==> src/rtl/d_cache_writeback_buffer_pkg.sv <==
// Shared constants and types for the data-cache writeback buffer and its AXI write channels.
package d_cache_writeback_buffer_pkg;
  localparam int ADDR_WIDTH    = 32;
  localparam int DATA_WIDTH    = 32;
  localparam int AXI_ID_WIDTH  = 4;
  localparam int AXI_LEN_WIDTH = 8;

  localparam logic [AXI_ID_WIDTH-1:0] WB_AXI_ID = '0;

  typedef enum logic [1:0] {
    WB_IDLE,
    WB_ADDR,
    WB_DATA,
    WB_RESP
  } WbState;
endpackage

==> src/rtl/d_cache_writeback_buffer_if.sv <==
// AXI write-side channel bundles (AW, W, B) used between the writeback buffer and memory.
interface axi_write_address;
  import d_cache_writeback_buffer_pkg::*;
  logic [AXI_ID_WIDTH-1:0]  awid;
  logic [ADDR_WIDTH-1:0]    awaddr;
  logic [AXI_LEN_WIDTH-1:0] awlen;
  logic                     awvalid;
  logic                     awready;

  modport master (output awid, awaddr, awlen, awvalid, input awready);
  modport slave  (input awid, awaddr, awlen, awvalid, output awready);
endinterface

interface axi_write_data;
  import d_cache_writeback_buffer_pkg::*;
  logic [AXI_ID_WIDTH-1:0] wid;
  logic [DATA_WIDTH-1:0]   wdata;
  logic                    wlast;
  logic                    wvalid;
  logic                    wready;

  modport master (output wid, wdata, wlast, wvalid, input wready);
  modport slave  (input wid, wdata, wlast, wvalid, output wready);
endinterface

interface axi_write_response;
  logic bvalid;
  logic bready;

  modport master (input bvalid, output bready);
  modport slave  (output bvalid, input bready);
endinterface

==> src/rtl/d_cache_writeback_buffer_fifo.sv <==
// Circular line store for the writeback buffer: pointers, occupancy count and per-entry
// line-address compare for the refill lookup.
module writeback_line_fifo
  import d_cache_writeback_buffer_pkg::*;
#(
  parameter int LINE_SIZE = 4,
  parameter int ENTRIES   = 2,
  localparam int LINE_W   = LINE_SIZE * DATA_WIDTH
) (
  input  logic                  clk,
  input  logic                  rst,
  input  logic                  push_i,
  input  logic [ADDR_WIDTH-1:0] push_addr_i,
  input  logic [LINE_W-1:0]     push_data_i,
  input  logic                  pop_i,
  input  logic [ADDR_WIDTH-1:0] lookup_addr_i,
  output logic                  lookup_hit_o,
  output logic [ADDR_WIDTH-1:0] head_addr_o,
  output logic [LINE_W-1:0]     head_data_o,
  output logic                  full_o,
  output logic                  empty_o
);
  localparam int PTR_W   = (ENTRIES > 1) ? $clog2(ENTRIES) : 1;
  localparam int CNT_W   = $clog2(ENTRIES + 1);
  localparam int TAG_LSB = $clog2(LINE_SIZE) + 2;
  localparam logic [ADDR_WIDTH-1:0] TAG_MASK = ~((ADDR_WIDTH'(1) << TAG_LSB) - ADDR_WIDTH'(1));

  logic [ADDR_WIDTH-1:0] addr_q [ENTRIES];
  logic [LINE_W-1:0]     data_q [ENTRIES];
  logic [ENTRIES-1:0]    occ_q, occ_d;
  logic [PTR_W-1:0]      wr_ptr_q, wr_ptr_d, rd_ptr_q, rd_ptr_d;
  logic [CNT_W-1:0]      count_q, count_d;

  function automatic logic [PTR_W-1:0] ptr_inc(input logic [PTR_W-1:0] p);
    return (p == PTR_W'(ENTRIES - 1)) ? '0 : p + 1'b1;
  endfunction

  // Pop clears before push sets, so a slot reused on the same edge stays occupied.
  always_comb begin
    wr_ptr_d = wr_ptr_q;
    rd_ptr_d = rd_ptr_q;
    count_d  = count_q;
    occ_d    = occ_q;
    if (pop_i) begin
      occ_d[rd_ptr_q] = 1'b0;
      rd_ptr_d        = ptr_inc(rd_ptr_q);
    end
    if (push_i) begin
      occ_d[wr_ptr_q] = 1'b1;
      wr_ptr_d        = ptr_inc(wr_ptr_q);
    end
    case ({push_i, pop_i})
      2'b10:   count_d = count_q + 1'b1;
      2'b01:   count_d = count_q - 1'b1;
      default: count_d = count_q;
    endcase
  end

  always_ff @(posedge clk) begin
    if (rst) begin
      wr_ptr_q <= '0;
      rd_ptr_q <= '0;
      count_q  <= '0;
      occ_q    <= '0;
    end else begin
      wr_ptr_q <= wr_ptr_d;
      rd_ptr_q <= rd_ptr_d;
      count_q  <= count_d;
      occ_q    <= occ_d;
    end
  end

  always_ff @(posedge clk) begin
    if (push_i) begin
      addr_q[wr_ptr_q] <= push_addr_i;
      data_q[wr_ptr_q] <= push_data_i;
    end
  end

  always_comb begin
    lookup_hit_o = 1'b0;
    for (int i = 0; i < ENTRIES; i++) begin
      if (occ_q[i] && ((addr_q[i] & TAG_MASK) == (lookup_addr_i & TAG_MASK))) begin
        lookup_hit_o = 1'b1;
      end
    end
  end

  assign head_addr_o = addr_q[rd_ptr_q];
  assign head_data_o = data_q[rd_ptr_q];
  assign full_o      = (count_q == CNT_W'(ENTRIES));
  assign empty_o     = (count_q == '0);
endmodule

==> src/rtl/d_cache_writeback_buffer.sv <==
// Writeback buffer between d_cache and memory: accepts evicted lines in one cycle and drains
// them one AXI write burst at a time.
module d_cache_writeback_buffer
  import d_cache_writeback_buffer_pkg::*;
#(
  parameter int LINE_SIZE = 4,
  parameter int ENTRIES   = 2
) (
  input  logic                            clk,
  input  logic                            rst,
  input  logic                            push_valid,
  output logic                            push_ready,
  input  logic [ADDR_WIDTH-1:0]           push_addr,
  input  logic [LINE_SIZE*DATA_WIDTH-1:0] push_data,
  input  logic [ADDR_WIDTH-1:0]           lookup_addr,
  output logic                            lookup_hit,
  output logic                            empty,
  axi_write_address.master                mem_write_address,
  axi_write_data.master                   mem_write_data,
  axi_write_response.master               mem_write_response
);
  localparam int BEAT_W = $clog2(LINE_SIZE);

  WbState                          state_q, state_d;
  logic [BEAT_W-1:0]               beat_q, beat_d;
  logic                            push, pop, fifo_full, fifo_empty;
  logic                            aw_valid, w_valid, w_last;
  logic [ADDR_WIDTH-1:0]           head_addr;
  logic [LINE_SIZE*DATA_WIDTH-1:0] head_data;

  assign push_ready = ~fifo_full;
  assign push       = push_valid & push_ready;

  writeback_line_fifo #(
    .LINE_SIZE (LINE_SIZE),
    .ENTRIES   (ENTRIES)
  ) u_fifo (
    .clk           (clk),
    .rst           (rst),
    .push_i        (push),
    .push_addr_i   (push_addr),
    .push_data_i   (push_data),
    .pop_i         (pop),
    .lookup_addr_i (lookup_addr),
    .lookup_hit_o  (lookup_hit),
    .head_addr_o   (head_addr),
    .head_data_o   (head_data),
    .full_o        (fifo_full),
    .empty_o       (fifo_empty)
  );

  // The head entry is only released on the B response, so it stays visible to lookup.
  always_comb begin
    state_d  = state_q;
    beat_d   = beat_q;
    aw_valid = 1'b0;
    w_valid  = 1'b0;
    w_last   = 1'b0;
    pop      = 1'b0;
    case (state_q)
      WB_IDLE: if (!fifo_empty) state_d = WB_ADDR;
      WB_ADDR: begin
        aw_valid = 1'b1;
        if (mem_write_address.awready) begin
          state_d = WB_DATA;
          beat_d  = '0;
        end
      end
      WB_DATA: begin
        w_valid = 1'b1;
        w_last  = (beat_q == BEAT_W'(LINE_SIZE - 1));
        if (mem_write_data.wready) begin
          if (w_last) state_d = WB_RESP;
          else        beat_d  = beat_q + 1'b1;
        end
      end
      WB_RESP: begin
        if (mem_write_response.bvalid) begin
          pop     = 1'b1;
          state_d = WB_IDLE;
        end
      end
      default: state_d = WB_IDLE;
    endcase
  end

  always_ff @(posedge clk) begin
    if (rst) begin
      state_q <= WB_IDLE;
      beat_q  <= '0;
    end else begin
      state_q <= state_d;
      beat_q  <= beat_d;
    end
  end

  // AWLEN carries the beat count itself, matching the in-house memory model.
  assign mem_write_address.awid    = WB_AXI_ID;
  assign mem_write_address.awaddr  = head_addr;
  assign mem_write_address.awlen   = AXI_LEN_WIDTH'(LINE_SIZE);
  assign mem_write_address.awvalid = aw_valid;

  assign mem_write_data.wid    = WB_AXI_ID;
  assign mem_write_data.wdata  = head_data[int'(beat_q)*DATA_WIDTH +: DATA_WIDTH];
  assign mem_write_data.wlast  = w_last;
  assign mem_write_data.wvalid = w_valid;

  assign mem_write_response.bready = 1'b1;

  assign empty = fifo_empty & (state_q == WB_IDLE);
endmodule

==> src/flat_wrapper.sv <==
// flat-port wrapper written by rule: the top's interface ports become plain ports
module d_cache_writeback_buffer_flat import d_cache_writeback_buffer_pkg::*;
#(
  parameter int LINE_SIZE = 4,
  parameter int ENTRIES   = 2
)
  (clk, rst, push_valid, push_ready, push_addr, push_data, lookup_addr, lookup_hit, empty, mem_write_address_awid, mem_write_address_awaddr, mem_write_address_awlen, mem_write_address_awvalid, mem_write_address_awready, mem_write_data_wid, mem_write_data_wdata, mem_write_data_wlast, mem_write_data_wvalid, mem_write_data_wready, mem_write_response_bvalid, mem_write_response_bready);
  axi_write_address mem_write_address_i ();
  axi_write_data mem_write_data_i ();
  axi_write_response mem_write_response_i ();
  input  logic clk;
  input  logic rst;
  input  logic push_valid;
  output logic push_ready;
  input  logic [ADDR_WIDTH-1:0] push_addr;
  input  logic [LINE_SIZE*DATA_WIDTH-1:0] push_data;
  input  logic [ADDR_WIDTH-1:0] lookup_addr;
  output logic lookup_hit;
  output logic empty;
  output wire logic [$bits(mem_write_address_i.awid)-1:0] mem_write_address_awid;
  output wire logic [$bits(mem_write_address_i.awaddr)-1:0] mem_write_address_awaddr;
  output wire logic [$bits(mem_write_address_i.awlen)-1:0] mem_write_address_awlen;
  output wire logic [$bits(mem_write_address_i.awvalid)-1:0] mem_write_address_awvalid;
  input wire logic [$bits(mem_write_address_i.awready)-1:0] mem_write_address_awready;
  output wire logic [$bits(mem_write_data_i.wid)-1:0] mem_write_data_wid;
  output wire logic [$bits(mem_write_data_i.wdata)-1:0] mem_write_data_wdata;
  output wire logic [$bits(mem_write_data_i.wlast)-1:0] mem_write_data_wlast;
  output wire logic [$bits(mem_write_data_i.wvalid)-1:0] mem_write_data_wvalid;
  input wire logic [$bits(mem_write_data_i.wready)-1:0] mem_write_data_wready;
  input wire logic [$bits(mem_write_response_i.bvalid)-1:0] mem_write_response_bvalid;
  output wire logic [$bits(mem_write_response_i.bready)-1:0] mem_write_response_bready;
  assign mem_write_address_awid = mem_write_address_i.awid;
  assign mem_write_address_awaddr = mem_write_address_i.awaddr;
  assign mem_write_address_awlen = mem_write_address_i.awlen;
  assign mem_write_address_awvalid = mem_write_address_i.awvalid;
  assign mem_write_address_i.awready = mem_write_address_awready;
  assign mem_write_data_wid = mem_write_data_i.wid;
  assign mem_write_data_wdata = mem_write_data_i.wdata;
  assign mem_write_data_wlast = mem_write_data_i.wlast;
  assign mem_write_data_wvalid = mem_write_data_i.wvalid;
  assign mem_write_data_i.wready = mem_write_data_wready;
  assign mem_write_response_i.bvalid = mem_write_response_bvalid;
  assign mem_write_response_bready = mem_write_response_i.bready;
  d_cache_writeback_buffer #(.LINE_SIZE(LINE_SIZE), .ENTRIES(ENTRIES)) u_core (.clk(clk), .rst(rst), .push_valid(push_valid), .push_ready(push_ready), .push_addr(push_addr), .push_data(push_data), .lookup_addr(lookup_addr), .lookup_hit(lookup_hit), .empty(empty), .mem_write_address(mem_write_address_i), .mem_write_data(mem_write_data_i), .mem_write_response(mem_write_response_i));
endmodule
==> config.mk <==
export PLATFORM = sky130hd
export DESIGN_NAME = d_cache_writeback_buffer_flat
export DESIGN_NICKNAME = d
export VERILOG_FILES = /design/src/rtl/d_cache_writeback_buffer_pkg.sv /design/src/rtl/d_cache_writeback_buffer_if.sv /design/src/rtl/d_cache_writeback_buffer_fifo.sv /design/src/rtl/d_cache_writeback_buffer.sv /design/src/flat_wrapper.sv
export SDC_FILE = /design/constraint.sdc
export NUM_CORES = 1
export LEC_CHECK = 0
export ABC_CLOCK_PERIOD_IN_PS = 6620
export CORE_AREA = 2 2 175 177
export DETAILED_ROUTE_END_ITERATION = 7
export DIE_AREA = 0 0 177 179
export PLACE_DENSITY = 0.81
export SYNTH_ARGS = -nofsm -noshare
export SYNTH_HDL_FRONTEND = slang
export SYNTH_SLANG_ARGS = --single-unit
==> constraint.sdc <==
create_clock -name clk -period 6.62 [get_ports clk]
set_input_delay 1.655 -clock clk [delete_from_list [all_inputs] [get_ports clk]]
set_output_delay 1.655 -clock clk [all_outputs]
set_load 0.02 [all_outputs]
Yosys cells after proc, flatten, opt, wreduce, memory -nomap -nowiden
Memories as Yosys holds them, arrays and structs flattened. A register that Yosys moved wholly into a read port is not among the register bits.
Cells that the tools add are included.
{"block": "totals", "output_inout_bits": 87, "ramBits": 320, "memories": 2, "latch_bits": 0, "reg_bits": 10, "romBits": 0, "word_cells": 81}
{"block": "op_classes", "mul": 0, "n_eq_ne": 15, "add_sub_neg": 5, "muxes": 32, "div_mod_pow": 0, "n_lt_le_gt_ge": 4, "reduce_logical": 10, "n_shift": 1, "bitwise_logic": 6}
{"memory": "u_core.u_fifo.data_q", "words": 2, "width": 128, "read_ports": 1, "rd_clocked_by_memory_dff": 1, "write_ports": 1, "line": "d_cache_writeback_buffer_fifo.sv:29", "text": "logic [LINE_W-1:0] data_q [ENTRIES];"}
{"memory": "u_core.u_fifo.addr_q", "words": 2, "width": 32, "read_ports": 3, "rd_clocked_by_memory_dff": 1, "write_ports": 1, "line": "d_cache_writeback_buffer_fifo.sv:28", "text": "logic [ADDR_WIDTH-1:0] addr_q [ENTRIES];"}
{"op": "$shiftx 128x8->32", "count": 1}
{"op": "$eq 28x28->1", "count": 2}
{"op": "$mux 2", "count": 10}
{"op": "$mux 1", "count": 17}
{"op": "$eq 2x2->1 const B", "count": 5}
{"op": "$ne 2x2->1 const B", "count": 5}
{"op": "$pmux 2 s2", "count": 2}
{"op": "$pmux 2 s4", "count": 1}
{"op": "$reduce_and 5->1", "count": 1}
{"op": "$add 2x1->2 const B", "count": 2}
{"op": "$eq 2x1->1 const B", "count": 2}
{"op": "$logic_and 1x1->1", "count": 4}
{"op": "$logic_not 2->1", "count": 2}
{"op": "$lt 1x2->1 const B", "count": 2}
{"op": "$reduce_and 4->1", "count": 1}
{"op": "$reduce_bool 2->1", "count": 2}
{"op": "$add 1x1->1 const B", "count": 2}
{"op": "$and 1x1->1", "count": 2}
{"op": "$and 2x2->2", "count": 1}
{"op": "$demux 1 s1", "count": 2}
{"op": "$ge 1x1->1 const B", "count": 2}
{"op": "$ne 2x1->1 const B", "count": 1}
{"op": "$not 2->2", "count": 1}
{"op": "$or 2x2->2", "count": 1}
{"op": "other kinds (2)", "count": 2}

Longest topological paths before layout
{"block": "depth", "word_depth": 9, "ltp_mapped": 7, "mapped_depth_nobuf": 7}

Modules after synthesis
A second synthesis with hierarchy kept.
{"block": "hier_totals", "cells_unflattened": 699, "hier_area_um2": 13630.6}
{"mod": "writeback_line_fifo", "cells_each": 605, "instances": 1, "seq_area_each_um2": 9749.4, "area_per_inst_um2": 12386.9}
{"mod": "d_cache_writeback_buffer", "cells_each": 94, "instances": 1, "seq_area_each_um2": 80.1, "area_per_inst_um2": 1243.7}

Worst setup path after synthesis
No wires, ideal clock.
{"block": "synth_path", "kind": "input-to-reg", "startpoint": "in push_valid", "endpoint": "mem u_core.u_fifo.addr_q[1][0] (enable)", "t_arrival_ns": 5.389, "path_buffers": 0, "required_ns": 6.079, "cell_stages": 1, "setup_slack_ns": 0.690, "cell_sequence": "and3_1"}
{"block": "synth_via", "elab_chain_len": 3}
{"element": "from (decl)", "line": "flat_wrapper.sv:13", "text": "input logic push_valid;"}
{"element": "$and 1x1->1", "line": "d_cache_writeback_buffer.sv:32", "text": "assign push = push_valid & push_ready;"}
{"element": "$mux 1", "line": "d_cache_writeback_buffer_fifo.sv:74", "text": "if (push_i) begin"}
{"element": "$mux 1 (not written as such)", "line": "d_cache_writeback_buffer_fifo.sv:75", "text": "addr_q[wr_ptr_q] <= push_addr_i;"}
{"element": "to (decl)", "line": "d_cache_writeback_buffer_fifo.sv:28"}
No other way between the ends.

Final worst setup path
{"block": "layout_path", "startpoint": "in lookup_addr[4]", "endpoint": "out lookup_hit"}
{"block": "layout_via", "elab_chain_len": 4, "elab_cells_between_ends": 6, "cone_classes": "eq/ne: 2; mux: 2; reduce/logical: 2"}
{"element": "from (decl)", "line": "flat_wrapper.sv:17", "text": "input logic [ADDR_WIDTH-1:0] lookup_addr;"}
{"element": "$eq 28x28->1", "line": "d_cache_writeback_buffer_fifo.sv:83", "text": "if (occ_q[i] && ((addr_q[i] & TAG_MASK) == (lookup_addr_i & TAG_MASK))) begin"}
{"element": "$logic_and 1x1->1", "line": "d_cache_writeback_buffer_fifo.sv:83"}
{"element": "$mux 1", "line": "d_cache_writeback_buffer_fifo.sv:83"}
{"element": "$mux 1 (*)", "line": "d_cache_writeback_buffer_fifo.sv:83"}
{"element": "to (decl)", "line": "flat_wrapper.sv:18", "text": "output logic lookup_hit;"}
Mark *: on every way between the ends. The rest lies on a longest branch, timed or not.

==> qor.csv <==
metric,value,unit
netlist_instances,629,
worst_pin_slew,1.04,ns
arrival,3.91,ns
layout_common_cells,"edfxtp_1, clkdlybuf4s50_1, mux4_2",
ant_nets,0,
drcViolationCount,0,
top_layer,met5,
yosys_warnings,0,
syn_area_per_cell,21.0,um2
dp_hpwl,17.9,mm
whs,0.469,ns
relSlewSlack,0.303,
min_period,5.57,ns
power_density,306,mW/mm2
finalSetupViolCount,0,
wl_per_cell,20.5,um
grt_max_degree,91,
crit_type,input pin to primary output,
cts_setup_buffers,0,
numClockSinks,331,
fin_util,0.581,
synth_edf_count,320,
postCtsHoldBufs,0,
track_usage,0.169,
hold_depth,2,
areaGrowthSynthToFinish,32.0,%
antenna_found_initial,3,
fmax,0.180,GHz
grt_setup_unrepaired,no,
final_common_cell,edfxtp_1,
cts_root_buf,clkbuf_16,
firstDrtPassIters,4,
hold_violations,0,
cts_tree,yes,
io_pins,285,
ys_types,38,
grt_pass1_vias,7317,
required,4.97,ns
ys_seq_area_frac,0.743,
place.gp.congestion,0.790,
grt_pass1_wl,40.5,mm
drive_gt1_frac,0.211,
cts_made_buffers,35,
hp-start,u_core.u_fifo.wr_ptr_q,
skew,0.0130,ns
wl_met2,14.0,mm
wl_met1,10.6,mm
ys.flop_type,edfxtp_1,
std_cell_rows,64,
worstRegToRegCells,5,
fin_cells,1334,
die_h,179,um
start_kind,input pin,
avgViaCountPerCell,5.07,
ir_drop,0.237,mV
cap_viol_max_count,0,
slew_violations,0,
insertion_delay,0.51,ns
r2r-start,u_core.u_fifo.count_q[0],
reg2reg_setup_slack,4.08,ns
path_max_fanout,2,
ys_ff_latch,331,
p_leak,5.70,nW
io_buffers,263,
setup_tns,0,ns
min_path_type,register to register,
fin_crit_sh,0.841,
drt_iter0_drc,432,
outcome,completed,
ys_async_sr_fraction,0,
cts_resized,0,
regToRegEndpoint,u_core.u_fifo.data_q[0][22],
die_w,177,um
core_region_area,0.0300,mm2
min_to,u_core.u_fifo.wr_ptr_q,
nets,1114,
syn-cell-area,0.0132,mm2
cts_htree_levels,2,
die_area,0.0317,mm2
overflow,0,
initial_core_util,0.440,
end_kind,primary output,
dr_wl_met3,2.22,mm
clk_pin_slew,0.06,ns
drt-total-wl,27.3,mm
cts_buffer_depth,3,
num_vias,6766,
placed_cells,1269,
-- metrics by stage --
stage,cell area (um2),setup WS (ns),power (mW)
2_1_floorplan,13300,0.690,3.03
3_3_place_gp,16300,1.03,3.35
3_5_place_dp,16300,1.06,3.37
4_1_cts,17500,1.04,5.40
5_1_grt,17500,0.936,5.53
6_report,17500,1.05,5.33
-- cell type report --
class | instances | area (um2)
inverters | 5 | 23.8
diodes | 1 | 2.50
clock buffers | 39 | 901
repair buffers | 269 | 2720
clock inverters | 25 | 295
well taps | 396 | 495
flip-flops and latches | 331 | 9840
fillers | 2221 | 12600
multi-input cells | 268 | 3190
-- cells by family (layout without fill, tap and decap cells) --
| kind of cell | Yosys count | after routing | synth area share |
|---|---|---|---|
| and+or+nand+nor | 44 | 44 | 0.0181 |
| xor gates and xnor gates | 59 | 59 | 0.0391 |
| DFF | 331 | 331 | 0.743 |
| other | 2 | 18 | 0.000568 |
| buffers and inverters | 45 | 338 | 0.0205 |
| AOI/OAI and AO/OA | 11 | 11 | 0.00568 |
| adders and majority gates | 6 | 6 | 0.00568 |
| muxes | 131 | 131 | 0.167 |
-- Yosys cell counts, types with 2 or more instances --
cell type  number  area (um2)
buf_6           2        22.5
nand2_1         5        18.8
mux4_2         64        1440
xor2_1         32         280
edfxtp_1      320        9610
o21ai_0         2        10.0
a21oi_1         4        20.0
inv_1           5        18.8
nor2b_1         2        12.5
dfxtp_1        11         220
conb_1          2        7.51
buf_4          17         128
or4_1           2        15.0
ha_1            6        75.1
nand4_1         8        50.1
mux2_2         59         664
xnor2_1        27         236
buf_1           2        7.51
nor2_1          9        33.8
nor4_1          6        37.5
clkbuf_1        8        30.0
nor3_1          3        15.0
buf_2          10        50.1
mux2_4          5        75.1
mux2i_1         3        30.0
and2_1          2        12.5
nand2b_1        2        12.5
-- flip-flops by register name (all words and copies together), names as in the netlist, named ones only --
| register | flops |
|---|---|
| u_core.u_fifo.data_q | 256 |
| u_core.u_fifo.addr_q | 64 |
| u_core.beat_q | 2 |
| u_core.state_q | 2 |
| u_core.u_fifo.count_q | 2 |
| u_core.u_fifo.occ_q | 2 |
| u_core.u_fifo.rd_ptr_q | 1 |
| u_core.u_fifo.wr_ptr_q | 1 |
-- power breakdown --
group / switching, mW / internal, mW
Combinational: 0.355 / 0.403
Clock: 0.790 / 1.22
Sequential: 0.0721 / 2.49
Total: 1.22 / 4.12
-- routing by layer --
metal  vias up  track usage
met5         -            0
met4         2       0.0461
met3        45       0.0539
met2       250        0.303
met1      3383        0.197
li1       3086            -
-- worst max-delay path by stage --
stage                     cells past startpoint                    endpoint  slack, ns      startpoint
after CTS                                     6                  lookup_hit       1.04  lookup_addr[4]
after detailed placement                      6                  lookup_hit       1.06  lookup_addr[4]
after global routing                          6                  lookup_hit       0.94  lookup_addr[4]
final                                         6                  lookup_hit       1.05  lookup_addr[4]
after global placement                        6                  lookup_hit       1.03  lookup_addr[4]
after floorplan                               1  u_core.u_fifo.addr_q[1][0]       0.69      push_valid
-- critical path: stages --
cell,delay (ns)
clkdlybuf4s50_1,0.45
xnor2_1,0.23
nand4_1,0.17
or4_1,0.54
o22ai_1,0.22
clkdlybuf4s50_1,0.64
(Power assumes the default switching activity.)
